[config.mk]
export PLATFORM = sky130hd
export DESIGN_NAME = freq_meter
export DESIGN_NICKNAME = d
export VERILOG_FILES = /design/src/rtl/freq_meter.sv
export SDC_FILE = /design/constraint.sdc
export NUM_CORES = 1
export LEC_CHECK = 0
export BUFFER_PORTS_ARGS = -buffer_cell sky130_fd_sc_hd__buf_2
export CELL_PAD_IN_SITES_DETAIL_PLACEMENT = 0
export CELL_PAD_IN_SITES_GLOBAL_PLACEMENT = 1
export CORE_MARGIN = 2
export CORE_UTILIZATION = 47
export DETAILED_ROUTE_END_ITERATION = 12
export GPL_TIMING_DRIVEN = 0
export PLACE_DENSITY_LB_ADDON = 0.1
export SYNTH_ARGS = -nofsm -noshare
export SYNTH_HDL_FRONTEND = slang
export SYNTH_SLANG_ARGS = --single-unit
[constraint.sdc]
create_clock -name clk_100 -period 2.6 [get_ports clk_100]
set_clock_uncertainty 0.1 [all_clocks]
set_input_delay 0.13 -clock clk_100 [delete_from_list [all_inputs] [get_ports clk_100]]
set_output_delay 0.13 -clock clk_100 [all_outputs]
set_load 0.03 [all_outputs]
[src/rtl/freq_meter.sv]
`default_nettype none
// +----------------------------------------------------------------------------+
// | Module      : freq_meter                                                   |
// | Description : Measures the theremin antenna oscillator. The asynchronous   |
// |               square wave is synchronised into clk_100, and clk_100 cycles |
// |               are counted across PERIODS input periods. One period-sum     |
// |               word is published per window with a one-cycle valid strobe,  |
// |               and a no-signal flag reports a dead or missing antenna.      |
// |               Optional IIR averaging of the output is enabled by the       |
// |               FREQ_METER_AVG_EN macro.                                     |
// | Revision    : 1.0 - initial release                                        |
// +----------------------------------------------------------------------------+
module freq_meter #(
    parameter int          PERIODS   = 16,
    parameter int          WIDTH     = 32,
    parameter logic [31:0] TIMEOUT   = 32'd1_000_000,
    parameter int          AVG_SHIFT = 3
) (
    input  logic             clk_100,
    input  logic             reset_n,
    input  logic             sig_in,
    output logic [WIDTH-1:0] meas_out,
    output logic             meas_valid,
    output logic             no_signal
);

    // Window state encoding
    localparam logic [0:0]       c_st_wait_first = 1'b0;
    localparam logic [0:0]       c_st_measure    = 1'b1;

    localparam logic [WIDTH-1:0] c_one        = {{(WIDTH-1){1'b0}}, 1'b1};
    localparam logic [WIDTH-1:0] c_timeout    = WIDTH'(TIMEOUT);
    localparam logic [WIDTH-1:0] c_timeout_m1 = c_timeout - c_one;
    localparam logic [WIDTH-1:0] c_cyc_max    = {WIDTH{1'b1}};
    localparam logic [15:0]      c_periods_m1 = 16'(PERIODS - 1);

    logic             r_sync1;
    logic             r_sync2;
    logic             r_sync3;
    logic [0:0]       r_state;
    logic [0:0]       w_state_next;
    logic [WIDTH-1:0] r_cyc_cnt;
    logic [15:0]      r_edge_cnt;
    logic [WIDTH-1:0] r_idle_cnt;

    logic             w_edge;
    logic             w_in_measure;
    logic             w_idle_sat;
    logic             w_idle_expire;
    logic             w_cyc_wrap;
    logic             w_timeout;
    logic             w_close;

    // Rising edge of the synchronised input only
    assign w_edge        = r_sync2 & ~r_sync3;
    assign w_in_measure  = (r_state == c_st_measure);
    assign w_idle_sat    = (r_idle_cnt == c_timeout);
    // An edge arriving on the last idle cycle wins over the timeout
    assign w_idle_expire = ~w_edge & (r_idle_cnt == c_timeout_m1);
    // A window that would wrap the cycle counter is discarded like a timeout
    assign w_cyc_wrap    = w_in_measure & (r_cyc_cnt == c_cyc_max);
    assign w_timeout     = w_idle_expire | w_cyc_wrap;
    // Closing edge of a complete window
    assign w_close       = w_in_measure & w_edge & ~w_cyc_wrap
                           & (r_edge_cnt == c_periods_m1);

    // Two-flop synchroniser plus one delay flop for edge detection
    always_ff @(posedge clk_100 or negedge reset_n) begin
        if (!reset_n) begin
            r_sync1 <= 1'b0;
            r_sync2 <= 1'b0;
            r_sync3 <= 1'b0;
        end else begin
            r_sync1 <= sig_in;
            r_sync2 <= r_sync1;
            r_sync3 <= r_sync2;
        end
    end

    // Window state register
    always_ff @(posedge clk_100 or negedge reset_n) begin
        if (!reset_n) begin
            r_state <= c_st_wait_first;
        end else begin
            r_state <= w_state_next;
        end
    end

    // Next-state logic: first edge opens measurement, timeout abandons it
    always_comb begin
        w_state_next = r_state;
        case (r_state)
            c_st_wait_first: begin
                if (w_edge) begin
                    w_state_next = c_st_measure;
                end
            end
            c_st_measure: begin
                if (w_timeout) begin
                    w_state_next = c_st_wait_first;
                end
            end
            default: begin
                w_state_next = c_st_wait_first;
            end
        endcase
    end

    // Idle counter: cleared by every edge, saturates at the timeout value
    always_ff @(posedge clk_100 or negedge reset_n) begin
        if (!reset_n) begin
            r_idle_cnt <= '0;
        end else if (w_edge) begin
            r_idle_cnt <= '0;
        end else if (!w_idle_sat) begin
            r_idle_cnt <= r_idle_cnt + c_one;
        end
    end

    // Cycle and edge counters; the closing edge restarts the next window at once
    always_ff @(posedge clk_100 or negedge reset_n) begin
        if (!reset_n) begin
            r_cyc_cnt  <= '0;
            r_edge_cnt <= '0;
        end else if (!w_in_measure) begin
            if (w_edge) begin
                r_cyc_cnt  <= '0;
                r_edge_cnt <= '0;
            end
        end else if (w_timeout || w_close) begin
            r_cyc_cnt  <= '0;
            r_edge_cnt <= '0;
        end else begin
            r_cyc_cnt <= r_cyc_cnt + c_one;
            if (w_edge) begin
                r_edge_cnt <= r_edge_cnt + 16'd1;
            end
        end
    end

`ifdef FREQ_METER_AVG_EN
    logic [WIDTH-1:0]    r_raw;
    logic                r_raw_valid;
    logic                r_avg_primed;
    logic signed [WIDTH:0] w_diff;
    logic signed [WIDTH:0] w_step;
    logic signed [WIDTH:0] w_sum;

    // avg + ((raw - avg) >>> AVG_SHIFT), one bit wider and signed
    assign w_diff = $signed({1'b0, r_raw}) - $signed({1'b0, meas_out});
    assign w_step = w_diff >>> AVG_SHIFT;
    assign w_sum  = $signed({1'b0, meas_out}) + w_step;

    // Capture the raw window count one cycle ahead of the filter
    always_ff @(posedge clk_100 or negedge reset_n) begin
        if (!reset_n) begin
            r_raw       <= '0;
            r_raw_valid <= 1'b0;
        end else begin
            r_raw_valid <= w_close;
            if (w_close) begin
                r_raw <= r_cyc_cnt + c_one;
            end
        end
    end

    // Filter update; the first window after reset or timeout loads directly
    always_ff @(posedge clk_100 or negedge reset_n) begin
        if (!reset_n) begin
            meas_out     <= '0;
            meas_valid   <= 1'b0;
            no_signal    <= 1'b0;
            r_avg_primed <= 1'b0;
        end else begin
            meas_valid <= r_raw_valid;
            if (r_raw_valid) begin
                if (r_avg_primed) begin
                    meas_out <= WIDTH'(w_sum);
                end else begin
                    meas_out <= r_raw;
                end
                r_avg_primed <= 1'b1;
            end else if (w_timeout) begin
                r_avg_primed <= 1'b0;
            end
            if (w_timeout) begin
                no_signal <= 1'b1;
            end else if (r_raw_valid) begin
                no_signal <= 1'b0;
            end
        end
    end
`else
    // Publish the raw window count; a valid result also clears no-signal
    always_ff @(posedge clk_100 or negedge reset_n) begin
        if (!reset_n) begin
            meas_out   <= '0;
            meas_valid <= 1'b0;
            no_signal  <= 1'b0;
        end else begin
            meas_valid <= w_close;
            if (w_close) begin
                meas_out  <= r_cyc_cnt + c_one;
                no_signal <= 1'b0;
            end else if (w_timeout) begin
                no_signal <= 1'b1;
            end
        end
    end
`endif

endmodule
`default_nettype wire
# == After elaboration in Yosys (flattened, before gate mapping) ==
# Index checks and enable logic that the tools add are counted.
# totals
mem_bits_rw,0
romBits,0
latch_bits,0
elab_cells,48
register_bits,118
input_bits,3
n_memories,0
out_inout_bits,34
# classes
n_eq_ne,5
shifts,0
addsub,3
reduce_logical,5
mux,14
div_mod_pow,0
n_lt_le_gt_ge,0
n_mul,0
bitwise_logic,11
# op_table
cell,count
32-bit two-way mux,5
"32-bit by 1-bit adder with 32-bit output, second input constant",2
"32-bit by 20-bit equality test with 1-bit output, second input constant",2
16-bit two-way mux,4
"32-bit equality test, second input constant",1
"16-bit by 1-bit adder with 16-bit output, second input constant",1
"16-bit by 4-bit equality test with 1-bit output, second input constant",1
1-bit bitwise AND,6
2-bit nonzero test,3
1-bit two-way mux,4
1-bit NOT,4
"2-bit != test, second input constant",1
1-bit case mux with 2 select lines,1
2-bit AND reduction,1
1-bit logical OR,1
1-bit bitwise OR,1

# == Longest topological paths before layout ==
# Gate-level depths: netlist of run 1.
# depth
word_depth,8
depth_mapped,9
ltp_nobuf,7

# == Worst setup path before layout of run 1 ==
# Ideal clock, no wire load.
# synth_timing
path_type,reg2reg
from,register r_cyc_cnt[0]
to,register r_cyc_cnt[14]
setup_time_ns,0.120
path_stages_with_launch,10
n_path_buf,2
setup_slack_ns,0.239
synth_period_minus_slack_ns,2.361
arrival_ns,2.141
required_ns,2.380
cell_sequence,dfrtp_1 > ha_1 > clkbuf_1 > nand2_1 > or3_1 > or2_2 > clkbuf_1 > o21a_1 > o21ai_0 > nand2_1
# synth_via
elab_chain_len,8
word_cells_on_any_way,10
classes_between,add/sub (1); eq/ne (1); mux (2); bitwise (5); reduce/logical (1)
# synth_lines
item,line,text
start: declaration,42,logic [WIDTH-1:0] r_cyc_cnt;
start signal: assignment,134,r_cyc_cnt <= r_cyc_cnt + c_one;
branches (longest 6 deep; another with 32-bit by 1-bit adder with 32-bit output),--,
32-bit two-way mux (*),130,end else if (w_timeout || w_close) begin
32-bit two-way mux (*),125,end else if (!w_in_measure) begin
# Every way passes the cells marked *.
# A chain may end at the register's enable or synchronous reset.

# == Worst setup path after layout of run 1 ==
# layout_timing
from,register r_cyc_cnt[7]
to,register r_cyc_cnt[29]
# Same word-level chain as after synthesis.

==> results of run 1 <==
## how the worst max path moves through the flow
stage,cells past startpoint,slack [ns],to,startpoint
6_report,7,0.12,r_cyc_cnt[29],r_cyc_cnt[7]
5_1_grt,10,-0.008,r_cyc_cnt[2],r_cyc_cnt[24]
4_1_cts,7,0.01,r_cyc_cnt[19],r_cyc_cnt[8]
3_5_place_dp,8,-0.17,r_edge_cnt[10],r_cyc_cnt[0]
3_3_place_gp,1,-0.23,r_edge_cnt[6],reset_n
2_1_floorplan,9,0.24,r_cyc_cnt[14],r_cyc_cnt[0]
## layout make-up
type,instances,share of cell area [%]
clock inverter,5,0.343
inverter,12,0.618
clock buffer,24,6.74
tap,172,2.95
multi-input combinational,524,42.4
sequential,118,40.5
buffer,34,2.93
timing repair buffer,42,3.52
## where the power goes
| group | leakage, nW | switching, mW | total [mW] | internal (mW) |
|---|---|---|---|---|
| registers | 1.61 | 0.145 | 2.10 | 1.95 |
| clock network | 0.261 | 0.784 | 2.07 | 1.29 |
| logic | 1.30 | 0.267 | 0.471 | 0.204 |
## layer usage
metal | global-route usage, % | vias up | part of all wire (%)
met4 | 7.37 | 0 | 1.5
met3 | 4.55 | 17 | 3.3
met1 | 31.6 | 2637 | 45
met2 | 39.5 | 96 | 50
li1 | - | 2588 | -
met5 | 0 | - | 0
## worst reg2reg max path, stage by stage (launching register included)
cell     delay [ns]
dfrtp_1        0.48
nand4_4        0.18
or3_4          0.47
or4_1          0.54
buf_2          0.17
o21a_1         0.20
a22oi_2        0.14
o21ai_1        0.08
## layout by cell type (no fill, tap or decap), types with 17 or more instances in the layout
cell / instances
clkbuf_16: 17
nand3_1: 55
nor2_1: 61
dfrtp_1: 117
nand2_1: 100
xor2_1: 32
o21ai_0: 57
buf_2: 40
xnor2_1: 17
nor3_1: 19
## flip-flops by register name, indices dropped and copies added, names as in the netlist
name	count
no_signal	1
meas_out	32
meas_valid	1
r_state	1
r_sync1	1
r_idle_cnt	32
r_sync3	1
r_edge_cnt	16
r_cyc_cnt	32
r_sync2	1
## logic make-up (layout without fill, tap and decap cells)
family,count (synthesis),count (layout),share of synthesized area (%)
compound gates,129,129,12.6
buf+inv,49,117,3.97
flops,118,118,47.6
simple gates,336,336,27.0
fa+ha+maj,4,4,0.807
xor+xnor,49,49,6.92
mux,6,6,1.01
## what timing repair did
action | in CTS | in global routing
setup endpoints to repair | 75 | 66
gates resized for setup | 6 | 29
setup buffers | 0 | 3
pin swaps | 0 | 3
hold endpoints to repair | 56 | 0
hold buffers | 2 | 0
==> summary.txt, run 1 <==
Status
  • Status: finished clean

Die
  • DIE AREA: approximately 0.014 mm²
  • DIE HEIGHT: 119 µm
  • Core Rows: 41
  • Initial Utilization: just under 50%
  • IO Pins: 37
  • Core box area: 0.0128 mm²
  • Die W: 119 µm

Cells and area
  • # fillers: between 1000 and 1500
  • Fin nets: ~760
  • Core Util, Final: 57.1%
  • Diodes inserted: 0
  • Area growth, synth to finish: 17.6%
  • Final instance count without filler cells: around 930
  • Fraction of layout cells with a size suffix above 1: roughly 15%
  • Multi-input gate area: 0.00309 mm²
  • Final instance area: about 0.0073 mm²
  • FF+latch area: ~0.003 mm²

Global routing
  • Vias in the first global route: around 5200
  • Overflow after GRT: 0
  • Total GRT Usage: 23.8%
  • First-pass GRT wire length: roughly 27 mm
  • Pin count of the biggest net entering global routing: between 60 and 70
  • Initial antenna violation count: 0

Drt
  • Initial drt markers: between 400 and 500
  • Via count: around 5300
  • Vias per Instance: between 5 and 6
  • Post-Route WL: about 16 mm
  • DR WL/cell: about 17 µm
  • Antenna Nets Post-Route: 0
  • DR DRC count: 0
  • DR pass1 iterations: 5

Logic synthesis
  • Yosys top cell by area: dfrtp_1
  • Distinct cell type count after synthesis: 53
  • Number of synthesized register bits: 118
  • Sequential area share after synthesis: a little under half
  • Mean Syn Cell Area: 8.98 µm²
  • Cells after Synth: about 700
  • Mapped cell area: 0.00620 mm²
  • Asr flop ratio synth: between 90% and 100%
  • Warnings, synthesis: 0
  • Post-synth EDFFs: 0
  • Top cells by count, synth: 118 x dfrtp_1, 100 x nand2_1, 62 x nor2_1
  • Dominant cells by area after synthesis: dfrtp_1 48%, nand2_1 6.1%, o21ai_0 4.8%
  • Area share of the leading cell type in the synthesized netlist: between 40% and 50%
  • Commonest register cell after synthesis: dfrtp_1
  • Synth Net Count: 698
  • Count leader, synth: dfrtp_1

Clock tree
  • Clock slew at reported path FFs: roughly 0.05 ns
  • Cts bufs inserted: 17
  • CTS H-tree depth: 4
  • Clk root buf: clkbuf_16
  • TritonCTS clock tree: built
  • Clk sinks: 118
  • Clock latency on the worst-skew pair: 0.42 ns
  • CTS max path bufs: 2

Worst hold path
  • Worst Hold Class: in -> async

Setup path
  • Critical path type: reg -> reg
  • Origin of the critical flop-to-flop path: r_cyc_cnt[7]
  • Critical Path Sink Type: flop
  • RR Endpoint: r_cyc_cnt[29]
  • R2R depth: 7
  • Family with the most delay on the worst path: simple AND/OR/NAND/NOR gates
  • Critical path buffers and inverters: 1
  • Critical Path Source Type: flop
  • Crit path max-delay cell type: or4_1
  • Worst path arrival time: approximately 2.7 ns
  • R2R Setup Slk: 0.12 ns
  • Crit-path max cell delay: roughly 0.54 ns
  • CP max FO: 6
  • CP cell instances: nand4_4 > or3_4 > or4_1 > buf_2 > o21a_1 > a22oi_2 > o21ai_1
  • Data required, critical path: roughly 2.8 ns

Job
  • Max_cap viols: 0

Timing
  • Final worst path period need: 2.48 ns
  • Final setup viols: 0
  • Fmax: approximately 400 MHz
  • Hold WS: approximately 0.15 ns
  • Final Cycle Share: 95.2%
  • Final Hold Viols: 0
  • Setup TNS: 0 ns
  • Slew @ Worst Pin: around 0.76 ns
  • Final worst slack: 0.124 ns
  • Max-slew violations: 0
  • Max_slew headroom: between 40% and 50%

Power
  • Pwr Density: approximately 640 mW/mm²
  • Maximum VDD drop: around 0.53 mV
  • Leak Pwr: around 3.2 nW
  • Final Power: 4.64 mW

Place
  • DP Area: 0.00663 mm²
  • Placed insts: 900
  • Port Buffers: 36
  • Pre-CTS setup slack: -0.168 ns
  • DP Wirelength: ~11 mm
  • GP Congestion: around 0.83
Power figures use the tool's default switching activity.
==> run 2, diff against run 1 <==
--- a/config.mk
+++ b/config.mk
@@ -13,6 +13,8 @@
 export DETAILED_ROUTE_END_ITERATION = 12
 export GPL_TIMING_DRIVEN = 0
 export PLACE_DENSITY_LB_ADDON = 0.1
+export RECOVER_POWER = 100
 export SYNTH_ARGS = -nofsm -noshare
 export SYNTH_HDL_FRONTEND = slang
 export SYNTH_SLANG_ARGS = --single-unit
+export TNS_END_PERCENT = 10
==> summary.txt, run 2 (same netlist as run 1, synthesis figures left out) <==
Worst hold path
  • Hold depth: 0
  • Worst hold path startpoint: r_sync1
  • Worst Hold Class: reg -> reg (was in -> async)
  • Worst Hold Endpoint: r_sync2

Die
  • DIE HEIGHT: 119 µm (unchanged)
  • Initial Utilization: 48.6% (unchanged)
  • IO Pins: 37 (unchanged)
  • Core box area: 0.0128 mm² (unchanged)
  • Die W: 119 µm (unchanged)
  • DIE AREA: 0.0141 mm² (unchanged)
  • Core Rows: 41 (unchanged)

Global routing
  • Vias in the first global route: 5234 (unchanged)
  • Pin count of the biggest net entering global routing: 64 (unchanged)
  • Total GRT Usage: 23.8% (unchanged)
  • Initial antenna violation count: 0 (unchanged)
  • First-pass GRT wire length: 26.7 mm (unchanged)
  • Overflow after GRT: 0 (unchanged)

Setup path
  • Critical Path Sink Type: flop (unchanged)
  • Data required, critical path: 2.80 ns (about the same)
  • Family with the most delay on the worst path: simple AND/OR/NAND/NOR gates (unchanged)
  • Critical Path Source Type: flop (unchanged)
  • RR Endpoint: r_cyc_cnt[29] (unchanged)
  • Origin of the critical flop-to-flop path: r_cyc_cnt[7] (unchanged)
  • Crit path launch: r_cyc_cnt[7] (unchanged)
  • Critical path buffers and inverters: 1 (unchanged)
  • R2R Setup Slk: 0.12 ns (about the same)
  • CP cell instances: nand4_4 > or3_4 > or4_1 > buf_2 > o21a_1 > a22oi_2 > o21ai_1 (unchanged)
  • R2R depth: 7 (unchanged)
  • Crit-path max cell delay: 0.54 ns (about the same)
  • Worst path arrival time: 2.68 ns (about the same)
  • Crit path max-delay cell type: or4_1 (unchanged)
  • Critical path type: reg -> reg (unchanged)
  • CP max FO: 6 (unchanged)

Place
  • DP Wirelength: 10.7 mm (unchanged)
  • Placed insts: 900 (unchanged)
  • Port Buffers: 36 (unchanged)
  • Pre-CTS setup slack: -0.168 ns (unchanged)
  • GP Congestion: 0.829 (unchanged)

Clock tree
  • Cts bufs inserted: 17 (unchanged)
  • CTS H-tree depth: 4 (unchanged)
  • CTS max path bufs: 2 (unchanged)
  • Clk root buf: clkbuf_16 (unchanged)
  • Clock latency on the worst-skew pair: 0.42 ns (about the same)
  • Clk sinks: 118 (unchanged)
  • Clock slew at reported path FFs: 0.05 ns (about the same)
  • TritonCTS clock tree: built (unchanged)

Cells and area
  • Area growth, synth to finish: 16.8% (was 17.6%)
  • Fraction of layout cells with a size suffix above 1: 10.5% (was 15.0%)
  • Most common cell after layout, fill and taps aside: dfrtp_1 (unchanged)
  • Fin nets: 756 (unchanged)
  • Most frequent cells in the layout: 117 x dfrtp_1, 100 x nand2_1, 61 x nor2_1 (unchanged)
  • Biggest regs: meas_out (32), r_cyc_cnt (32), r_idle_cnt (32) (unchanged)
  • Multi-input gate area: 0.00309 mm² (unchanged)
  • Core Util, Final: 56.7% (was 57.1%)
  • FF+latch area: 0.00295 mm² (unchanged)
  • # fillers: 1156 (was 1153)
  • Diodes inserted: 0 (unchanged)
  • Final instance count without filler cells: 931 (unchanged)

Timing
  • Final Cycle Share: 95.4% (was 95.2%)
  • Final worst path period need: 2.48 ns (about the same)
  • Max_slew headroom: -0.721% (was 48.8%)
  • Hold WS: 0.244 ns (was 0.154 ns)
  • Max-slew violations: 56 (was 0)
  • Final Hold Viols: 0 (unchanged)
  • Setup TNS: 0 ns (unchanged)
  • Final worst slack: 0.120 ns (was 0.124 ns)
  • Slew @ Worst Pin: 1.51 ns (was 0.762 ns)
  • Fmax: 403 MHz (was 404 MHz)
  • Final setup viols: 0 (unchanged)

Power
  • Leak Pwr: 3.03 nW (was 3.18 nW)
  • Sequential share of power: 45.2% (about the same)
  • Switching pwr: 1.20 mW (about the same)
  • Maximum VDD drop: 0.527 mV (about the same)
  • Internal power: 3.44 mW (was 3.45 mW)
  • Clock power frac: 44.8% (was 44.7%)
  • Pwr Density: 641 mW/mm² (was 637 mW/mm²)
  • Sw frac: 25.8% (about the same)
  • Power share of the combinational group: 10.1% (about the same)

Drt
  • Antenna Nets Post-Route: 0 (unchanged)
  • DR WL/cell: 16.8 µm (about the same)
  • Via count: 5361 (was 5338)
  • Vias per Instance: 5.76 (was 5.73)
  • Initial drt markers: 388 (was 414)
  • DR pass1 iterations: 5 (unchanged)
  • DR DRC count: 0 (unchanged)
  • Post-Route WL: 15.7 mm (was 15.6 mm)

Job
  • Max_cap viols: 1 (was 0)

Status
  • Failing checks: capacitance limit, slew limit
  • Status: finished with violations (was finished clean)
[run 2: cell count changes in the layout (fill, tap and decap cells not counted)]
| cell | previous run | this run |
|---|---|---|
| buf_6 | 4 | 3 |
| buf_2 | 40 | 6 |
| clkbuf_1 | 14 | 49 |
| clkbuf_4 | 5 | 4 |
| buf_4 | 10 | 11 |
| buf_1 | 1 | 0 |
| clkbuf_2 | 1 | 2 |
[run 2: what timing repair did]
action	CTS	global route
hold buffers	2	0
pin swaps	0	3
hold endpoints to repair	56	0
resized for setup	6	30
setup buffers	0	3
setup endpoints to repair	75	66
[run 2: power by group through the flow]
stage / Sequential, mW / Combinational [mW] / Clock [mW]
3_3_place_gp: 2.11 / 0.428 / 0
5_1_grt: 2.12 / 0.536 / 2.20
2_1_floorplan: 2.11 / 0.291 / 0
6_report: 2.10 / 0.467 / 2.08
4_1_cts: 2.09 / 0.456 / 2.12
3_5_place_dp: 2.12 / 0.446 / 0
[run 2: how the worst max path moves through the flow]
stage / end / slack [ns] / cells after the start
after floorplan: r_cyc_cnt[14] / 0.24 / 9
after global placement: r_edge_cnt[6] / -0.23 / 1
after detailed placement: r_edge_cnt[10] / -0.17 / 8
after CTS: r_cyc_cnt[19] / 0.01 / 7
after global routing: r_cyc_cnt[2] / -0.008 / 10
final: r_cyc_cnt[29] / 0.12 / 7
[run 2: final cells by class]
type | instances | share of cell area, %
Tap cell | 172 | 2.97
Timing Repair Buffer | 42 | 2.87
Sequential cell | 118 | 40.8
Multi-Input combinational cell | 524 | 42.7
Clock buffer | 24 | 6.79
Clock inverter | 5 | 0.345
Buffer | 34 | 2.95
Inverter | 12 | 0.622
[run 2: metrics by stage]
| stage | cell area [µm²] | total power, mW |
|---|---|---|
| after floorplan | 6200 | 2.40 |
| after global placement | 6600 | 2.54 |
| after CTS | 7190 | 4.66 |
| final | 7240 | 4.64 |
| after global routing | 7240 | 4.86 |
| after detailed placement | 6630 | 2.56 |
[run 2: worst reg2reg max path: stages (launching register included)]
cell and delay [ns]:
dfrtp_1 0.48, nand4_4 0.18, or3_4 0.47, or4_1 0.54, buf_2 0.18, o21a_1 0.20
a22oi_2 0.14, o21ai_1 0.08
[run 2: routing by layer]
metal / vias to the layer above / share of wire, % / track usage, %
li1: 2589 / - / -
met1: 2644 / 45 / 31.6
met2: 111 / 50 / 39.5
met3: 17 / 3.7 / 4.55
met4: 0 / 1.4 / 7.37
met5: - / 0 / 0
